[src/rtl/deinterl_bank_sched_if.sv]
// Scheduler handshake bundle: write-end pulse and downstream ready in, bank/read sequencing out.
// The master side is the write-side counter plus the RAM/ROM read consumer; the slave side is the scheduler.
interface deinterl_bank_sched_if #(
  parameter int CNT_W = 13
) ();
  logic             iwr_end;
  logic             idst_rdy;
  logic             owr_bank;
  logic             ord_bank;
  logic [CNT_W-1:0] ord_cnt;
  logic             ord_en;
  logic             osop;
  logic             oeop;
  logic             ogap;
  logic             oerr;
  logic [7:0]       odrop_cnt;

  modport master (
    output iwr_end, idst_rdy,
    input  owr_bank, ord_bank, ord_cnt, ord_en, osop, oeop, ogap, oerr, odrop_cnt
  );

  modport slave (
    input  iwr_end, idst_rdy,
    output owr_bank, ord_bank, ord_cnt, ord_en, osop, oeop, ogap, oerr, odrop_cnt
  );
endinterface

[src/rtl/deinterl_bank_sched.sv]
// Ping-pong bank scheduler for the deinterleaver RAM: write-bank select, two-half permuted read with a gap.
// Read strobe is combinational on idst_rdy (0 cycles); a full bank starts reading 1 cycle after it is seen.
module deinterl_bank_sched #(
  parameter int PACK_LEN = 4608,
  parameter int HALF_LEN = 2304,
  parameter int GAP_LEN  = 1000,
  parameter int CNT_W    = 13
) (
  input  logic                  iclk,
  input  logic                  irst,
  deinterl_bank_sched_if.slave  bus
);

  localparam int GAP_W = (GAP_LEN > 1) ? $clog2(GAP_LEN) : 1;

  localparam logic [CNT_W-1:0] HALF_FIRST = CNT_W'(HALF_LEN);
  localparam logic [CNT_W-1:0] HALF_LAST  = CNT_W'(HALF_LEN - 1);
  localparam logic [CNT_W-1:0] PACK_LAST  = CNT_W'(PACK_LEN - 1);
  localparam logic [GAP_W-1:0] GAP_LAST   = GAP_W'(GAP_LEN - 1);

  typedef enum logic [1:0] {
    IDLE  = 2'd0,
    RD_H1 = 2'd1,
    GAP   = 2'd2,
    RD_H2 = 2'd3
  } state_t;

  state_t           state_q, state_d;
  logic [CNT_W-1:0] cnt_q, cnt_d;
  logic [GAP_W-1:0] gap_q, gap_d;
  logic             rd_bank_q, rd_bank_d;
  logic             wr_bank_q, wr_bank_d;
  logic [1:0]       full_q, full_d;
  logic [1:0]       full_rel;
  logic             err_q, err_d;
  logic [7:0]       drop_q, drop_d;

  logic             rd_active;
  logic             rd_en;
  logic             release_bank;
  logic             overrun;

  assign rd_active = (state_q == RD_H1) || (state_q == RD_H2);
  assign rd_en     = rd_active && bus.idst_rdy;

  always_ff @(posedge iclk) begin
    if (irst) begin
      state_q   <= IDLE;
      cnt_q     <= '0;
      gap_q     <= '0;
      rd_bank_q <= 1'b0;
      wr_bank_q <= 1'b0;
      full_q    <= '0;
      err_q     <= 1'b0;
      drop_q    <= '0;
    end else begin
      state_q   <= state_d;
      cnt_q     <= cnt_d;
      gap_q     <= gap_d;
      rd_bank_q <= rd_bank_d;
      wr_bank_q <= wr_bank_d;
      full_q    <= full_d;
      err_q     <= err_d;
      drop_q    <= drop_d;
    end
  end

  // Read sequencer: the gap counter runs on wall-clock cycles, only the halves follow idst_rdy.
  always_comb begin
    state_d      = state_q;
    cnt_d        = cnt_q;
    gap_d        = gap_q;
    rd_bank_d    = rd_bank_q;
    release_bank = 1'b0;
    case (state_q)
      IDLE: begin
        if (full_q[rd_bank_q]) begin
          state_d = RD_H1;
          cnt_d   = '0;
        end
      end
      RD_H1: begin
        if (rd_en) begin
          cnt_d = cnt_q + 1'b1;
          if (cnt_q == HALF_LAST) begin
            state_d = GAP;
            gap_d   = '0;
          end
        end
      end
      GAP: begin
        if (gap_q == GAP_LAST) begin
          state_d = RD_H2;
          cnt_d   = HALF_FIRST;
        end else begin
          gap_d = gap_q + 1'b1;
        end
      end
      RD_H2: begin
        if (rd_en) begin
          if (cnt_q == PACK_LAST) begin
            release_bank = 1'b1;
            rd_bank_d    = ~rd_bank_q;
            cnt_d        = '0;
            state_d      = IDLE;
          end else begin
            cnt_d = cnt_q + 1'b1;
          end
        end
      end
      default: state_d = IDLE;
    endcase
  end

  // Release is applied before the write so a same-cycle freed bank is never counted as an overrun.
  // The write pointer then moves to the other bank whenever its own bank is full and the other is free,
  // which also covers a parked pointer catching up on a later release.
  always_comb begin
    full_rel = full_q;
    if (release_bank) begin
      full_rel[rd_bank_q] = 1'b0;
    end
    overrun = bus.iwr_end && full_rel[wr_bank_q];
    full_d  = full_rel;
    if (bus.iwr_end) begin
      full_d[wr_bank_q] = 1'b1;
    end
    wr_bank_d = wr_bank_q;
    if (full_d[wr_bank_q] && !full_d[~wr_bank_q]) begin
      wr_bank_d = ~wr_bank_q;
    end
    err_d  = overrun;
    drop_d = drop_q;
    if (overrun && (drop_q != 8'hFF)) begin
      drop_d = drop_q + 8'd1;
    end
  end

  assign bus.owr_bank  = wr_bank_q;
  assign bus.ord_bank  = rd_bank_q;
  assign bus.ord_cnt   = cnt_q;
  assign bus.ord_en    = rd_en;
  assign bus.osop      = rd_en && ((cnt_q == '0) || (cnt_q == HALF_FIRST));
  assign bus.oeop      = rd_en && ((cnt_q == HALF_LAST) || (cnt_q == PACK_LAST));
  assign bus.ogap      = (state_q == GAP);
  assign bus.oerr      = err_q;
  assign bus.odrop_cnt = drop_q;

endmodule
[src/flat_wrapper.sv]
// flat-port wrapper written by rule: the top's interface ports become plain ports
module deinterl_bank_sched_flat 
#(
  parameter int PACK_LEN = 4608,
  parameter int HALF_LEN = 2304,
  parameter int GAP_LEN  = 1000,
  parameter int CNT_W    = 13
)
  (iclk, irst, bus_iwr_end, bus_idst_rdy, bus_owr_bank, bus_ord_bank, bus_ord_cnt, bus_ord_en, bus_osop, bus_oeop, bus_ogap, bus_oerr, bus_odrop_cnt);
  deinterl_bank_sched_if #(.CNT_W(CNT_W)) bus_i ();
  input  logic iclk;
  input  logic irst;
  input wire logic [$bits(bus_i.iwr_end)-1:0] bus_iwr_end;
  input wire logic [$bits(bus_i.idst_rdy)-1:0] bus_idst_rdy;
  output wire logic [$bits(bus_i.owr_bank)-1:0] bus_owr_bank;
  output wire logic [$bits(bus_i.ord_bank)-1:0] bus_ord_bank;
  output wire logic [$bits(bus_i.ord_cnt)-1:0] bus_ord_cnt;
  output wire logic [$bits(bus_i.ord_en)-1:0] bus_ord_en;
  output wire logic [$bits(bus_i.osop)-1:0] bus_osop;
  output wire logic [$bits(bus_i.oeop)-1:0] bus_oeop;
  output wire logic [$bits(bus_i.ogap)-1:0] bus_ogap;
  output wire logic [$bits(bus_i.oerr)-1:0] bus_oerr;
  output wire logic [$bits(bus_i.odrop_cnt)-1:0] bus_odrop_cnt;
  assign bus_i.iwr_end = bus_iwr_end;
  assign bus_i.idst_rdy = bus_idst_rdy;
  assign bus_owr_bank = bus_i.owr_bank;
  assign bus_ord_bank = bus_i.ord_bank;
  assign bus_ord_cnt = bus_i.ord_cnt;
  assign bus_ord_en = bus_i.ord_en;
  assign bus_osop = bus_i.osop;
  assign bus_oeop = bus_i.oeop;
  assign bus_ogap = bus_i.ogap;
  assign bus_oerr = bus_i.oerr;
  assign bus_odrop_cnt = bus_i.odrop_cnt;
  deinterl_bank_sched #(.PACK_LEN(PACK_LEN), .HALF_LEN(HALF_LEN), .GAP_LEN(GAP_LEN), .CNT_W(CNT_W)) u_core (.iclk(iclk), .irst(irst), .bus(bus_i));
endmodule
[config.mk]
export PLATFORM = sky130hd
export DESIGN_NAME = deinterl_bank_sched_flat
export DESIGN_NICKNAME = d
export VERILOG_FILES = /design/src/rtl/deinterl_bank_sched_if.sv /design/src/rtl/deinterl_bank_sched.sv /design/src/flat_wrapper.sv
export SDC_FILE = /design/constraint.sdc
export NUM_CORES = 1
export LEC_CHECK = 0
export CORE_MARGIN = 2
export CORE_UTILIZATION = 54
export CTS_BUF_LIST = sky130_fd_sc_hd__clkbuf_16
export DETAILED_ROUTE_END_ITERATION = 8
export PLACE_DENSITY = 0.8
export SYNTH_ARGS = -nofsm -noshare
export SYNTH_HDL_FRONTEND = slang
export SYNTH_SLANG_ARGS = --single-unit
[constraint.sdc]
create_clock -name iclk -period 2.75 [get_ports iclk]
set_input_delay 0.55 -clock iclk [delete_from_list [all_inputs] [get_ports iclk]]
set_output_delay 0.55 -clock iclk [all_outputs]
set_load 0.03 [all_outputs]
After elaboration in Yosys (flattened, before gate mapping)
Cells that the tools add are included.
{"block": "op_classes", "addsub": 3, "magnitude_cmp": 5, "n_eq_ne": 15, "mux": 34, "n_bitwise": 5, "n_reduce_logical": 19}
{"op": "$mux W13", "n": 5}
{"op": "$pmux W13 S4", "n": 1}
{"op": "$mux W10", "n": 3}
{"op": "$eq A13 B12 Y1 const B", "n": 2}
{"op": "$pmux W10 S2", "n": 1}
{"op": "$mux W2", "n": 8}
{"op": "$add A13 B1 Y13 const B", "n": 1}
{"op": "$eq A13 B13 Y1 const B", "n": 1}
{"op": "$logic_not A13 Y1", "n": 1}
{"op": "$mux W1", "n": 13}
{"op": "$add A10 B1 Y10 const B", "n": 1}
{"op": "$eq A10 B10 Y1 const B", "n": 1}
{"op": "$add A8 B1 Y8 const B", "n": 1}
{"op": "$logic_and A1 B1 Y1", "n": 8}
{"op": "$ne A2 B1 Y1 const B", "n": 4}
{"op": "$ne A8 B8 Y1 const B", "n": 1}
{"op": "$pmux W2 S4", "n": 1}
{"op": "$reduce_and A4 Y1", "n": 2}
{"op": "$lt A1 B2 Y1 const B", "n": 3}
{"op": "$ne A2 B2 Y1 const B", "n": 3}
{"op": "$reduce_and A6 Y1", "n": 1}
{"op": "$eq A2 B2 Y1 const B", "n": 2}
{"op": "$logic_or A1 B1 Y1", "n": 3}
{"op": "$reduce_and A3 Y1", "n": 1}
{"op": "10 further kinds", "n": 13}
{"block": "totals", "ff_bits": 38, "in_bits": 4, "output_inout_bits": 28, "word_cells": 89}

Depth between registers and ports, before layout
{"block": "logic_depth", "ltp_word": 13, "depth_mapped": 8}

Worst setup path after synthesis
No wires, ideal clock.
{"block": "synth_timing", "path_kind": "register -> output", "startpoint": "register u_core.state_q[1]", "endpoint": "output port bus_osop", "arrival_time_ns": 1.895, "setup_slack_ns": 0.305, "path_stages_with_launch": 5, "path_buffers": 0, "path_cell_list": "dfxtp_1 > inv_1 > ha_1 > o21ai_0 > nor4_1"}
{"block": "synth_via", "elab_chain_cells": 4, "word_cells_on_any_way": 5}
{"item": "start: declaration", "line": "deinterl_bank_sched.sv:28", "source": "state_t state_q, state_d;"}
{"item": "start signal: assignment", "line": "deinterl_bank_sched.sv:57", "source": "state_q <= state_d;"}
{"item": "$eq A2 B1 Y1 / $eq A2 B2 Y1 (equally long branches)", "line": "deinterl_bank_sched.sv:43", "source": "assign rd_active = (state_q == RD_H1) || (state_q == RD_H2);"}
{"item": "$logic_or A1 B1 Y1 (*)", "line": "deinterl_bank_sched.sv:43"}
{"item": "$logic_and A1 B1 Y1 (*)", "line": "deinterl_bank_sched.sv:44", "source": "assign rd_en = rd_active && bus.idst_rdy;"}
{"item": "$logic_and A1 B1 Y1 (*)", "line": "deinterl_bank_sched.sv:143", "source": "assign bus.osop = rd_en && ((cnt_q == '0) || (cnt_q == HALF_FIRST));"}
{"item": "end: declaration", "line": "flat_wrapper.sv:19", "source": "output wire logic [$bits(bus_i.osop)-1:0] bus_osop;"}
Mark *: on every way between the ends. The rest lies on a longest branch, timed or not.

Final worst setup path
{"block": "layout_timing", "startpoint": "register u_core.cnt_q[10], in the netlist u_core.bus.ord_cnt[10]", "endpoint": "output port bus_oeop"}
{"block": "layout_via", "elab_chain_cells": 3, "word_cells_on_any_way": 4}
{"item": "start: declaration", "line": "deinterl_bank_sched.sv:29", "source": "logic [CNT_W-1:0] cnt_q, cnt_d;"}
{"item": "start signal: assignment", "line": "deinterl_bank_sched.sv:58", "source": "cnt_q <= cnt_d;"}
{"item": "$eq A13 B12 Y1 / $eq A13 B13 Y1 (equally long branches)", "line": "deinterl_bank_sched.sv:144", "source": "assign bus.oeop = rd_en && ((cnt_q == HALF_LAST) || (cnt_q == PACK_LAST));"}
{"item": "$logic_or A1 B1 Y1 (*)", "line": "deinterl_bank_sched.sv:144"}
{"item": "$logic_and A1 B1 Y1 (*)", "line": "deinterl_bank_sched.sv:144"}
{"item": "end: declaration", "line": "flat_wrapper.sv:20", "source": "output wire logic [$bits(bus_i.oeop)-1:0] bus_oeop;"}
Marks and branches as above.

==> results.toml <==
[synthesis]
ys_async_sr_fraction_pct = 0
ys_seq_elements = 38
yosysMostFrequentCell = "dfxtp_1"
seq_area_frac_synth_pct = 35.1
synth_area_leaders = "dfxtp_1 (35%), xor2_1 (6.9%), nor2_1 (5.7%)"
synthDistinctLibCells = 50
postSynthAreaPerCell_um2 = 8.25
syn-cell-area_um2 = 2170
synth_fp_nets = 275
synth_top_area_share_pct = 35.1
ys_warn_count = 0
ys.flop_type = "dfxtp_1"
synthCells = 263
synth_common_cells = "dfxtp_1 (38), nor2_1 (33), nand2_1 (17), xor2_1 (17), nand3_1 (16)"
yosysTopAreaCell = "dfxtp_1"
synth_edf_count = 0

[layout]
multi_input_area_um2 = 1320
final_util_pct = 69.4
seqCellArea_um2 = 761
drive_above_1_share_pct = 10.6
synthToLayoutAreaGrowth_pct = 26.1
fillers = 319
final_nets = 314
antenna-diode-count = 0

[pwr]
finalPower_mw = 1.81
p_leak_nw = 0.968
ir_drop_uv = 429
power_density_nw_per_um2 = 660

[floorplanning]
std_cell_rows = 23
ios = 32
core_area_um2 = 3940
die_w_um = 67.4
die_h_um = 67.4
dieArea_um2 = 4540
start_util_pct = 55.0

[clock_tree]
cts-root-buf = "clkbuf_16"
cts_made_buffers = 5
cts_buffer_depth = 2
cts.clk_slew.worst_paths_ns = 0.05
cts.sinks = 38
cts_max_level = 2
post_cts_buffers = 0
clock_latency_ns = 0.28
cts_tree = "built"

[grt]
grt_pass1_vias = 1861
antenna_found_initial = 0
grt_pass1_wl_um = 8400
gr-usage-all-layers_pct = 24.6
grt_overflow = 0
grt_max_degree = 28

[routing]
routedWlPerCell_um = 14.5
wl_um = 5120
dr.pass1.iters = 4
via_count = 2061
postRouteAntennaNets = 0
drt_iter0_markers = 176
post-route-drc-count = 0
vias_per_cell = 5.86

[place]
portBuffers = 31
dp_hpwl_um = 3720
place_congestion = 0.970

[critical_path]
crit_type = "reg2out"
cp.arrival_ns = 2.02
r2r_cells = 5
crit_path_max_fanout = 6
worst_setup_path_start_kind = "flop"
end_kind = "output pin"
worstPathRequired_ns = 2.20
reg2reg_setup_slack_ns = 0.45

[timing]
max_slew_margin_pct = 67.2
tns_ns = 0
maxSlewViolCount = 0
min_period_over_period_pct = 93.4
setup_viol = 0
final-hold-violation-count = 0
clock_skew_ns = 0.00526
max_freq_mhz = 389
period_needed_ns = 2.57
rsz0062_at_grt = "no"
worstMarginPinSlew_ns = 0.488

[worst_hold_path]
hold_path.class = "reg2reg"
holdPathStages = 2

[run_status]
status = "complete, no violations"

[run]
maxCapViolations = 0
kinds of logic after synthesis:
family	share of synthesized area (%)
AND/OR/NAND/NOR	31.9
AO/OA/AOI/OAI	13.6
flip-flops	35.1
buffers and inverters	4.09
XOR/XNOR	7.27
adder cells (fa/ha/maj)	4.61
multiplexers	3.46
power breakdown:
group / switching [mW] / total, mW / internal, mW
logic: 0.356 / 0.575 / 0.219
clock network: 0.206 / 0.625 / 0.419
registers: 0.0273 / 0.606 / 0.579
total: 0.589 / 1.81 / 1.22
metrics by stage:
stage	cells	hold WS (ns)	area, µm²	setup WS (ns)
final	352	0.487	2740	0.182
after global routing	352	0.530	2740	0.112
after CTS	352	0.496	2740	0.187
after detailed placement	345	0.488	2580	0.171
after global placement	345	0.465	2580	0.204
after floorplan	263	0.449	2170	0.305
flip-flops by register name, indices dropped and copies added (netlist names):
name	count
u_core.bus.odrop_cnt	8
u_core.bus.oerr	1
u_core.bus.ord_bank	1
u_core.bus.ord_cnt	13
u_core.bus.owr_bank	1
u_core.full_q	2
u_core.gap_q	10
u_core.state_q	2
metal layers:
layer | track usage (%) | wire length [µm] | up-vias | part of all wire [%]
li1 | - | - | 1016 | -
met1 | 29.6 | 2090 | 959 | 41
met2 | 42.3 | 2560 | 69 | 50
met3 | 4.67 | 311 | 17 | 6.1
met4 | 11.5 | 157 | 0 | 3.1
met5 | 0 | 0 | - | 0
placed cells by master, fill, tap and decap left out, drive strengths merged, types with 2 or more instances in the layout:
cell,count
dfxtp,38
buf,11
ha,8
nor2,33
or3,8
nor4,8
a21oi,13
clkdlybuf4s50,29
nor3,9
a211oi,3
inv,14
o21ai,7
mux2,4
nand2,17
or2,3
o31ai,2
xor2,17
nand4,10
nand3,16
and3,4
clkbuf,5
nor2b,4
mux2i,3
or4,3
o41ai,2
and2,3
nand2b,6
final timing paths:
path	from	to
max reg2reg	u_core.bus.ord_cnt[10]	u_core.bus.ord_cnt[2]
min	u_core.gap_q[1]	u_core.gap_q[1]
min reg2reg	u_core.gap_q[1]	u_core.gap_q[1]
max	u_core.bus.ord_cnt[10]	bus_oeop
worst max-delay path, stage by stage (launching register included):
cell and delay, ns:
dfxtp_1 0.35, or4b_1 0.63, o22ai_1 0.21, and3_1 0.17, dlygate4sd2_1 0.39
area by class of cell:
cell class	count	share of cell area, %
Clock buffer	5	4.57
Clock inverter	2	1.23
Inverter	14	1.92
Multi-Input combinational cell	202	48.2
Sequential cell	38	27.8
Tap cell	50	2.29
Timing Repair Buffer	41	13.9
what timing repair did:
item                                    4_1_cts  5_1_grt
gates resized for setup                       1        0
hold endpoints to repair                      0        0
endpoints found under the setup margin        1        0
hold buffers                                  0        0
No activity file was read; power rests on OpenSTA's default activity.
